===== src/rtl/sdram_req_arbiter.sv =====
// Round-robin arbiter sharing one SDRAM command sequencer among NUM_REQ clients.
// Optional watchdog compiled in with `define SDRAM_ARB_TIMEOUT_EN.
module sdram_req_arbiter #(
   parameter int NUM_REQ        = 2,
   parameter int ADDR_W         = 22,
   parameter int DATA_W         = 16,
   parameter int TIMEOUT_CYCLES = 1023
) (
   input  logic                      CLK,
   input  logic                      RESET,
   input  logic [NUM_REQ-1:0]        req_valid,
   input  logic [NUM_REQ-1:0]        req_we,
   input  logic [NUM_REQ*ADDR_W-1:0] req_addr,
   input  logic [NUM_REQ*DATA_W-1:0] req_wdata,
   output logic [NUM_REQ-1:0]        req_done,
   output logic [DATA_W-1:0]         req_rdata,
   input  logic [4:0]                ctrl_state,
   input  logic [DATA_W-1:0]         ctrl_rdata,
   output logic                      rd_enable,
   output logic                      wr_enable,
   output logic [ADDR_W-1:0]         mem_addr,
   output logic [DATA_W-1:0]         mem_wdata,
   output logic [NUM_REQ-1:0]        grant,
   output logic                      busy,
   output logic                      timeout_err,
   output logic [1:0]                arb_state
);

   // Handshake: a client raises req_valid and holds it (with stable fields) until
   // its one-cycle req_done; the arbiter latches the fields at grant, so anything
   // the client does afterwards, including dropping req_valid, is ignored.

   typedef enum logic [1:0] {A_IDLE, A_ISSUE, A_BUSY, A_DONE} arb_state_t;

   localparam int PTR_W = (NUM_REQ > 1) ? $clog2(NUM_REQ) : 1;
   localparam logic [PTR_W:0] NUM_REQ_C = (PTR_W+1)'(NUM_REQ);

   arb_state_t       state, state_nxt;
   logic [PTR_W-1:0] rr_ptr;
   logic [PTR_W-1:0] win_idx;
   logic [PTR_W:0]   cand;
   logic             win_found;
   logic             we_lat, we_nxt;
   logic             tmo_hit;

   assign arb_state = state;

   // First requester at or above rr_ptr, wrapping modulo NUM_REQ.
   always_comb begin
      win_found = 1'b0;
      win_idx   = '0;
      cand      = '0;
      for (int k = 0; k < NUM_REQ; k++) begin
         cand = {1'b0, rr_ptr} + (PTR_W+1)'(k);
         if (cand >= NUM_REQ_C)
            cand = cand - NUM_REQ_C;
         if (!win_found && req_valid[cand[PTR_W-1:0]]) begin
            win_found = 1'b1;
            win_idx   = cand[PTR_W-1:0];
         end
      end
   end

   always_comb begin
      state_nxt = state;
      we_nxt    = we_lat;
      case (state)
         A_IDLE: begin
            if (win_found) begin
               state_nxt = A_ISSUE;
               we_nxt    = req_we[win_idx];
            end
         end
         A_ISSUE: if (ctrl_state[4])        state_nxt = A_BUSY;
         A_BUSY:  if (ctrl_state == 5'b0)   state_nxt = A_DONE;
         A_DONE:                            state_nxt = A_IDLE;
         default:                           state_nxt = A_IDLE;
      endcase
      if (tmo_hit)
         state_nxt = A_DONE;
   end

   always_ff @(posedge CLK or negedge RESET) begin
      if (!RESET)
         state <= A_IDLE;
      else
         state <= state_nxt;
   end

   // Outputs are registered from the next state so they line up with the state register.
   always_ff @(posedge CLK or negedge RESET) begin
      if (!RESET) begin
         we_lat    <= 1'b0;
         rd_enable <= 1'b0;
         wr_enable <= 1'b0;
         busy      <= 1'b0;
         req_done  <= '0;
         grant     <= '0;
         mem_addr  <= '0;
         mem_wdata <= '0;
         req_rdata <= '0;
         rr_ptr    <= '0;
      end else begin
         we_lat    <= we_nxt;
         rd_enable <= (state_nxt == A_ISSUE) && !we_nxt;
         wr_enable <= (state_nxt == A_ISSUE) &&  we_nxt;
         busy      <= (state_nxt != A_IDLE);
         req_done  <= (state_nxt == A_DONE) ? grant : '0;
         if (state == A_IDLE && win_found) begin
            grant     <= NUM_REQ'(1) << win_idx;
            mem_addr  <= req_addr[win_idx*ADDR_W +: ADDR_W];
            mem_wdata <= req_wdata[win_idx*DATA_W +: DATA_W];
            if (win_idx == PTR_W'(NUM_REQ-1))
               rr_ptr <= '0;
            else
               rr_ptr <= win_idx + 1'b1;
         end else if (state == A_DONE) begin
            grant <= '0;
         end
         if (tmo_hit)
            req_rdata <= '0;
         else if (state == A_BUSY && !we_lat && ctrl_state == 5'b10100)
            req_rdata <= ctrl_rdata;
      end
   end

`ifdef SDRAM_ARB_TIMEOUT_EN
   logic [9:0] tmo_cnt;
   logic       tmo_flag;

   // tmo_cnt holds the number of completed cycles since entering A_ISSUE.
   assign tmo_hit     = (state == A_ISSUE || state == A_BUSY) &&
                        (tmo_cnt == 10'(TIMEOUT_CYCLES-1));
   assign timeout_err = tmo_flag;

   always_ff @(posedge CLK or negedge RESET) begin
      if (!RESET) begin
         tmo_cnt  <= '0;
         tmo_flag <= 1'b0;
      end else begin
         if (state == A_IDLE && win_found)
            tmo_cnt <= '0;
         else if (state == A_ISSUE || state == A_BUSY)
            tmo_cnt <= tmo_cnt + 10'd1;
         if (tmo_hit)
            tmo_flag <= 1'b1;
      end
   end
`else
   assign tmo_hit     = 1'b0;
   assign timeout_err = 1'b0;
`endif

endmodule


===== config.mk =====
export PLATFORM = sky130hd
export DESIGN_NAME = sdram_req_arbiter
export DESIGN_NICKNAME = d
export VERILOG_FILES = /design/src/rtl/sdram_req_arbiter.sv
export SDC_FILE = /design/constraint.sdc
export NUM_CORES = 1
export LEC_CHECK = 0
export CAP_MARGIN = 40
export CORE_MARGIN = 4
export CORE_UTILIZATION = 30
export CTS_BUF_LIST = sky130_fd_sc_hd__clkbuf_2
export CTS_CLUSTER_DIAMETER = 50
export DETAILED_ROUTE_END_ITERATION = 8
export GPL_ROUTABILITY_DRIVEN = 0
export HOLD_SLACK_MARGIN = 0.15
export PLACE_DENSITY = 0.7
export SLEW_MARGIN = 10
export SYNTH_ARGS = -nofsm -noshare
export SYNTH_HDL_FRONTEND = slang
export SYNTH_SLANG_ARGS = --single-unit
export TNS_END_PERCENT = 100

===== constraint.sdc =====
create_clock -name CLK -period 4.06 [get_ports CLK]
set_input_delay 0.812 -clock CLK [delete_from_list [all_inputs] [get_ports CLK]]
set_output_delay 0.812 -clock CLK [all_outputs]
set_load 0.05 [all_outputs]

==> results of run 1 <==
## worst paths after layout
path	end	slack, ps
max in group asynchronous	req_rdata[11]$_DFFE_PN0P_	2760
min in group CLK	req_rdata[7]$_DFFE_PN0P_	520
min reg2reg	req_rdata[7]$_DFFE_PN0P_	520
min	mem_wdata[4]$_DFFE_PN0P_	370
max reg2reg	mem_wdata[7]$_DFFE_PN0P_	1590
max	arb_state[0]	1420
## routing by layer
metal	GRT usage	up-vias
li1	-	1134
met1	0.189	1192
met2	0.257	113
met3	0.0497	10
met4	0.0513	0
met5	0	-
## per-stage QoR
| stage | cells | cell area, um2 |
|---|---|---|
| detailed placement | 466 | 4520 |
| CTS | 482 | 4620 |
| finish | 482 | 4620 |
| global placement | 465 | 4500 |
| global route | 482 | 4620 |
| floorplan | 206 | 2760 |
## cells in the final DEF, fill, tap and decap left out, types with 2 or more instances in the layout
master / synthesis / layout
a31o_2: 2 / 2
dfrtp_1: 65 / 65
a221o_1: 38 / 38
nand2b_1: 3 / 3
a21boi_0: 38 / 38
nand2_1: 5 / 5
buf_4: 1 / 5
clkdlybuf4s50_1: 0 / 164
and2_1: 2 / 2
clkinv_1: 0 / 3
and3_1: 2 / 2
mux2_2: 16 / 16
clkbuf_2: 0 / 11
nand4_1: 2 / 2
## logic make-up (layout without fill, tap and decap cells)
group                  after synthesis  after routing  synth area share
flip-flops                          65             65             0.589
other                                1              1           0.00136
AO/OA/AOI/OAI                       83             83             0.260
buffers and inverters               19            187            0.0303
multiplexers                        17             17            0.0688
AND/OR/NAND/NOR                     21             21            0.0512
## layout make-up
cell class	count	area [um2]	area share
multi-input cells	122	1050	0.228
clock buffers	11	55.1	0.0119
clock inverters	5	46.3	0.0100
flip-flops and latches	65	1630	0.352
well taps	108	135	0.0293
repair buffers	171	1700	0.368
## registers in the layout (all words and copies together) (netlist names)
| register | flops |
|---|---|
| mem_addr | 22 |
| mem_wdata | 16 |
| req_rdata | 16 |
| arb_state | 2 |
| grant | 2 |
| req_done | 2 |
| busy | 1 |
| rd_enable | 1 |
| rr_ptr | 1 |
| we_lat | 1 |
| wr_enable | 1 |
## report_power, final
group / internal, mW / total, mW / switching, mW
registers: 0.914 / 1.07 / 0.158
clock network: 0.141 / 0.357 / 0.216
logic: 0.852 / 2.23 / 1.38
==> out/qor.yml, run 1 <==
final_layout:
  fin_util: 0.522
  num_antenna_cells: 0
  nFillCells: 817
  nNetsFinal: 472
  drive_gt1_frac: 0.115
  area_growth_pct: 67.1
yosys:
  synthMostInstantiatedCell: "dfrtp_1"
  ys_types: 29
  ys_warn_count: 0
  ys_ff_latch: 65
  yosys.area.top_type_share: 0.589
  ys_top_cells_by_area: "dfrtp_1 59%, a221o_1 14%, a21boi_0 10%"
  synthTopCellsByCount: "65 x dfrtp_1, 38 x a21boi_0, 38 x a221o_1"
  synth_cells: 206
  ys_seq_area_frac: 0.589
  synth_nets: 309
  avgSynthCellArea_um2: 13.4
  synthFlopType: "dfrtp_1"
  async_flop_share: 1.00
  synth_edf_count: 0
  yosysTopAreaCell: "dfrtp_1"
  syn_area_um2: 2760
grt:
  antenna_found_initial: 0
  grt_max_degree: 42
  track_usage: 0.154
  grt_pass1_vias: 2593
  grt-ovfl-total: 0
  grt_pass1_wl_mm: 13.4
timing:
  period_minus_slack_ps: 2640
  fmax_mhz: 378
  setup_tns_ps: 0
  clock_skew_ps: 18.6
  setup_viol: 0
  worstMarginPinSlew_ps: 733
  drv_slew: 0
  hold_ws_ps: 369
  finalCritPeriodShare: 0.651
  grt_setup_unrepaired: "false"
  worst_slack_ps: 1420
  finalHoldViolCount: 0
  max-slew-margin-rel: 0.511
placed_design:
  dp_worst_setup_slack_ps: 1330
  place_hpwl_mm: 6.39
  port_buffers: 165
setup_path:
  crit_buf_inv: 1
  reg2reg_depth: 4
  cp.depth: 1
  required_ps: 3250
  cpMaxStageDelayCell: "clkdlybuf4s50_1"
  critical_path_arrival_ps: 1830
  worst_r2r_startpoint: "arb_state[0]$_DFF_PN0_"
  crit_start: "arb_state[0]$_DFF_PN0_"
  path_cells: "clkdlybuf4s50_1"
  path_max_fanout: 8
  end_kind: "output pin"
  path_class: "reg -> out"
  cp_top_family: "buffers and inverters"
  critPathLaunchType: "register"
  critPathMaxStageDelay_ps: 860
die:
  die_area_um2: 10800
  start_util: 0.312
  ios: 167
  die_h_um: 104
  num_rows: 34
  die_w_um: 104
  core_area_um2: 8850
pwr:
  power_density_nw_per_um2: 792
  leakagePower_nw: 1.94
  power.total_mw: 3.66
  ir_drop_uv: 408
detailed_routing:
  met3_wirelength_um: 665
  wirelength_met1_mm: 3.64
  routed.top_layer: "met4"
  vias: 2449
  route.met2.wl_mm: 4.18
  drc: 0
  drt_wl_total_mm: 8.59
  vias_per_cell: 5.08
  postRouteAntennaNets: 0
  drt-wirelength-per-cell_um: 17.8
  firstDrtPassIters: 4
  drtIter0Drc: 82
worst_hold_path:
  hold_path_class: "in -> async"
cts:
  cts_tree: "yes"
  root_buffer: "clkbuf_2"
  cts-resized-gates: 0
  cts_buffers: 9
  htree_num_levels: 3
  clk-insertion-delay-late_ps: 450
  cts_sinks: 65
  hold_buffers: 0
  post_cts_buffers: 0
  clk_path_buf_depth: 2
  cts.reportedPaths.clkPinSlew_ps: 170
job:
  maxCapViolations: 0
outcome:
  outcome: "finished clean"
No activity file was read; power rests on OpenSTA's default activity.
==> run 2, diff against run 1 <==
PLACE_DENSITY = 0.72   (was 0.7)
clock period = 2.39 ns   (was 4.06 ns; I/O delays follow)
==> out/qor.yml, run 2 (synthesis results as in run 1) <==
final_layout:
  design_area_um2: 4700  # +1.8%
  area_growth_pct: 70.2
  largest_reg_flops: 22  # unchanged
  largestRegisters: "mem_addr x22, mem_wdata x16, req_rdata x16"
  num_antenna_cells: 0  # unchanged
  stdcell_count: 489  # +1.5%
  fin_util: 0.531  # +0.00961
  nFillCells: 786  # -3.8%
  nNetsFinal: 479  # +1.5%
  most-common-layout-cells: "162 x clkdlybuf4s50_1, 65 x dfrtp_1, 38 x a21boi_0, 38 x a221o_1, 16 x mux2_2"
  multi_input_area_um2: 1050  # unchanged
  layout_commonest_cell: "clkdlybuf4s50_1"
  drive_gt1_frac: 0.131  # +0.0163
  top_register: "mem_addr"
  seqCellArea_um2: 1630  # unchanged
die:
  die_h_um: 104  # unchanged
  die_w_um: 104  # unchanged
  die_area_um2: 10800  # unchanged
  start_util: 0.312  # unchanged
  num_rows: 34  # unchanged
  core_area_um2: 8850  # unchanged
  ios: 167  # unchanged
setup_path:
  critical_path_arrival_ps: 1710  # -120 ps
  path_cells: "clkdlybuf4s50_1"
  path_max_fanout: 2  # -6
  reg2reg_depth: 4  # unchanged
  cpMaxStageDelayCell: "clkdlybuf4s50_1"
  cp.depth: 1  # unchanged
  end_kind: "output pin"
  required_ps: 1910  # -1340 ps
  rrSetupSlack_ps: 400  # -1190 ps
  crit_buf_inv: 1  # unchanged
  critPathMaxStageDelay_ps: 820  # -40 ps
  critPathLaunchType: "register"
  cp_top_family: "buffers and inverters"
  path_class: "reg -> out"
timing:
  clock_skew_ps: 29.3  # +10.8 ps
  finalHoldViolCount: 0  # unchanged
  hold_ws_ps: 522  # +153 ps
  grt_setup_unrepaired: "false"
  setup_viol: 0  # unchanged
  fmax_mhz: 456
  max-slew-margin-rel: 0.616  # +0.105
  finalCritPeriodShare: 0.917
  setup_tns_ps: 0  # unchanged
  worstMarginPinSlew_ps: 577  # -157 ps
  worst_slack_ps: 199  # -1220 ps
  drv_slew: 0  # unchanged
  period_minus_slack_ps: 2190
cts:
  cts_buffers: 9  # unchanged
  cts_sinks: 65  # unchanged
  clk_path_buf_depth: 2  # unchanged
  root_buffer: "clkbuf_2"
  cts_tree: "yes"
  cts.reportedPaths.clkPinSlew_ps: 200  # +30 ps
  htree_num_levels: 3  # unchanged
  clk-insertion-delay-late_ps: 490  # +40 ps
grt:
  grt_pass1_vias: 2744  # +5.8%
  grt_max_degree: 29  # -31%
  grt-ovfl-total: 0  # unchanged
  grt_pass1_wl_mm: 14.1  # +5.2%
  track_usage: 0.163  # +0.00891
  antenna_found_initial: 0  # unchanged
detailed_routing:
  firstDrtPassIters: 4  # unchanged
  wirelength_met1_mm: 3.61  # -0.80%
  drc: 0  # unchanged
  met3_wirelength_um: 768  # +15%
  drtIter0Drc: 93  # +13%
  vias_per_cell: 5.08  # -0.10%
  drt-wirelength-per-cell_um: 17.9  # +0.29%
  route.met2.wl_mm: 4.24  # +1.5%
  drt_wl_total_mm: 8.74  # +1.7%
  vias: 2482  # +1.3%
  postRouteAntennaNets: 0  # unchanged
  routed.top_layer: "met4"
placed_design:
  place_hpwl_mm: 6.58  # +3.1%
  port_buffers: 165  # unchanged
  place_area_um2: 4580  # +1.4%
  dpl.cell_count: 472  # +1.3%
  dp_worst_setup_slack_ps: 19.4  # -1310 ps
pwr:
  power_density_nw_per_um2: 1340  # +69%
  power.total_mw: 6.28  # +72%
  ir_drop_uv: 723  # +77%
  leakagePower_nw: 2.00  # +3.3%
job:
  maxCapViolations: 0  # unchanged
worst_hold_path:
  hold_path_class: "in -> async"
outcome:
  outcome: "finished clean"
==> run 2: final timing paths <==
path                                               start                   endpoint
max in group asynchronous                          RESET   mem_addr[15]$_DFFE_PN0P_
worst max register to register    arb_state[0]$_DFF_PN0_   req_rdata[6]$_DFFE_PN0P_
worst min register to register  req_rdata[2]$_DFFE_PN0P_   req_rdata[2]$_DFFE_PN0P_
worst min-delay path                               RESET  req_rdata[12]$_DFFE_PN0P_
worst max-delay path            mem_wdata[4]$_DFFE_PN0P_               mem_wdata[4]
min in group CLK                req_rdata[2]$_DFFE_PN0P_   req_rdata[2]$_DFFE_PN0P_
==> run 2: layout make-up <==
class / count / share of cell area
clock buffers: 10 / 0.0106
repair buffers: 178 / 0.378
multi-input cells: 122 / 0.224
clock inverters: 6 / 0.0125
flip-flops and latches: 65 / 0.346
well taps: 108 / 0.0287
==> run 2: power breakdown <==
part	total [mW]	switching, mW	internal (mW)
Combinational	3.83	2.35	1.48
Clock	0.633	0.393	0.239
Sequential	1.82	0.270	1.55
Total	6.28	3.01	3.27
==> run 2: metal layers <==
layer  GRT usage  vias up
met4      0.0579        0
met3      0.0658       12
met1       0.188     1200
met5           0        -
li1            -     1149
met2       0.274      121
==> run 2: repair_timing <==
item | CTS | global route
hold buffers | 1 | 0
gates resized for setup | 0 | 2
endpoints found under the setup margin | 0 | 2
endpoints found under the hold margin | 23 | 0
setup buffers | 0 | 0
==> run 3, diff against run 2 <==
CTS_CLUSTER_DIAMETER = 40   (was 50)
==> results of run 3 <==
Same layout as run 2: the final DEF is identical, and so are final timing and power.
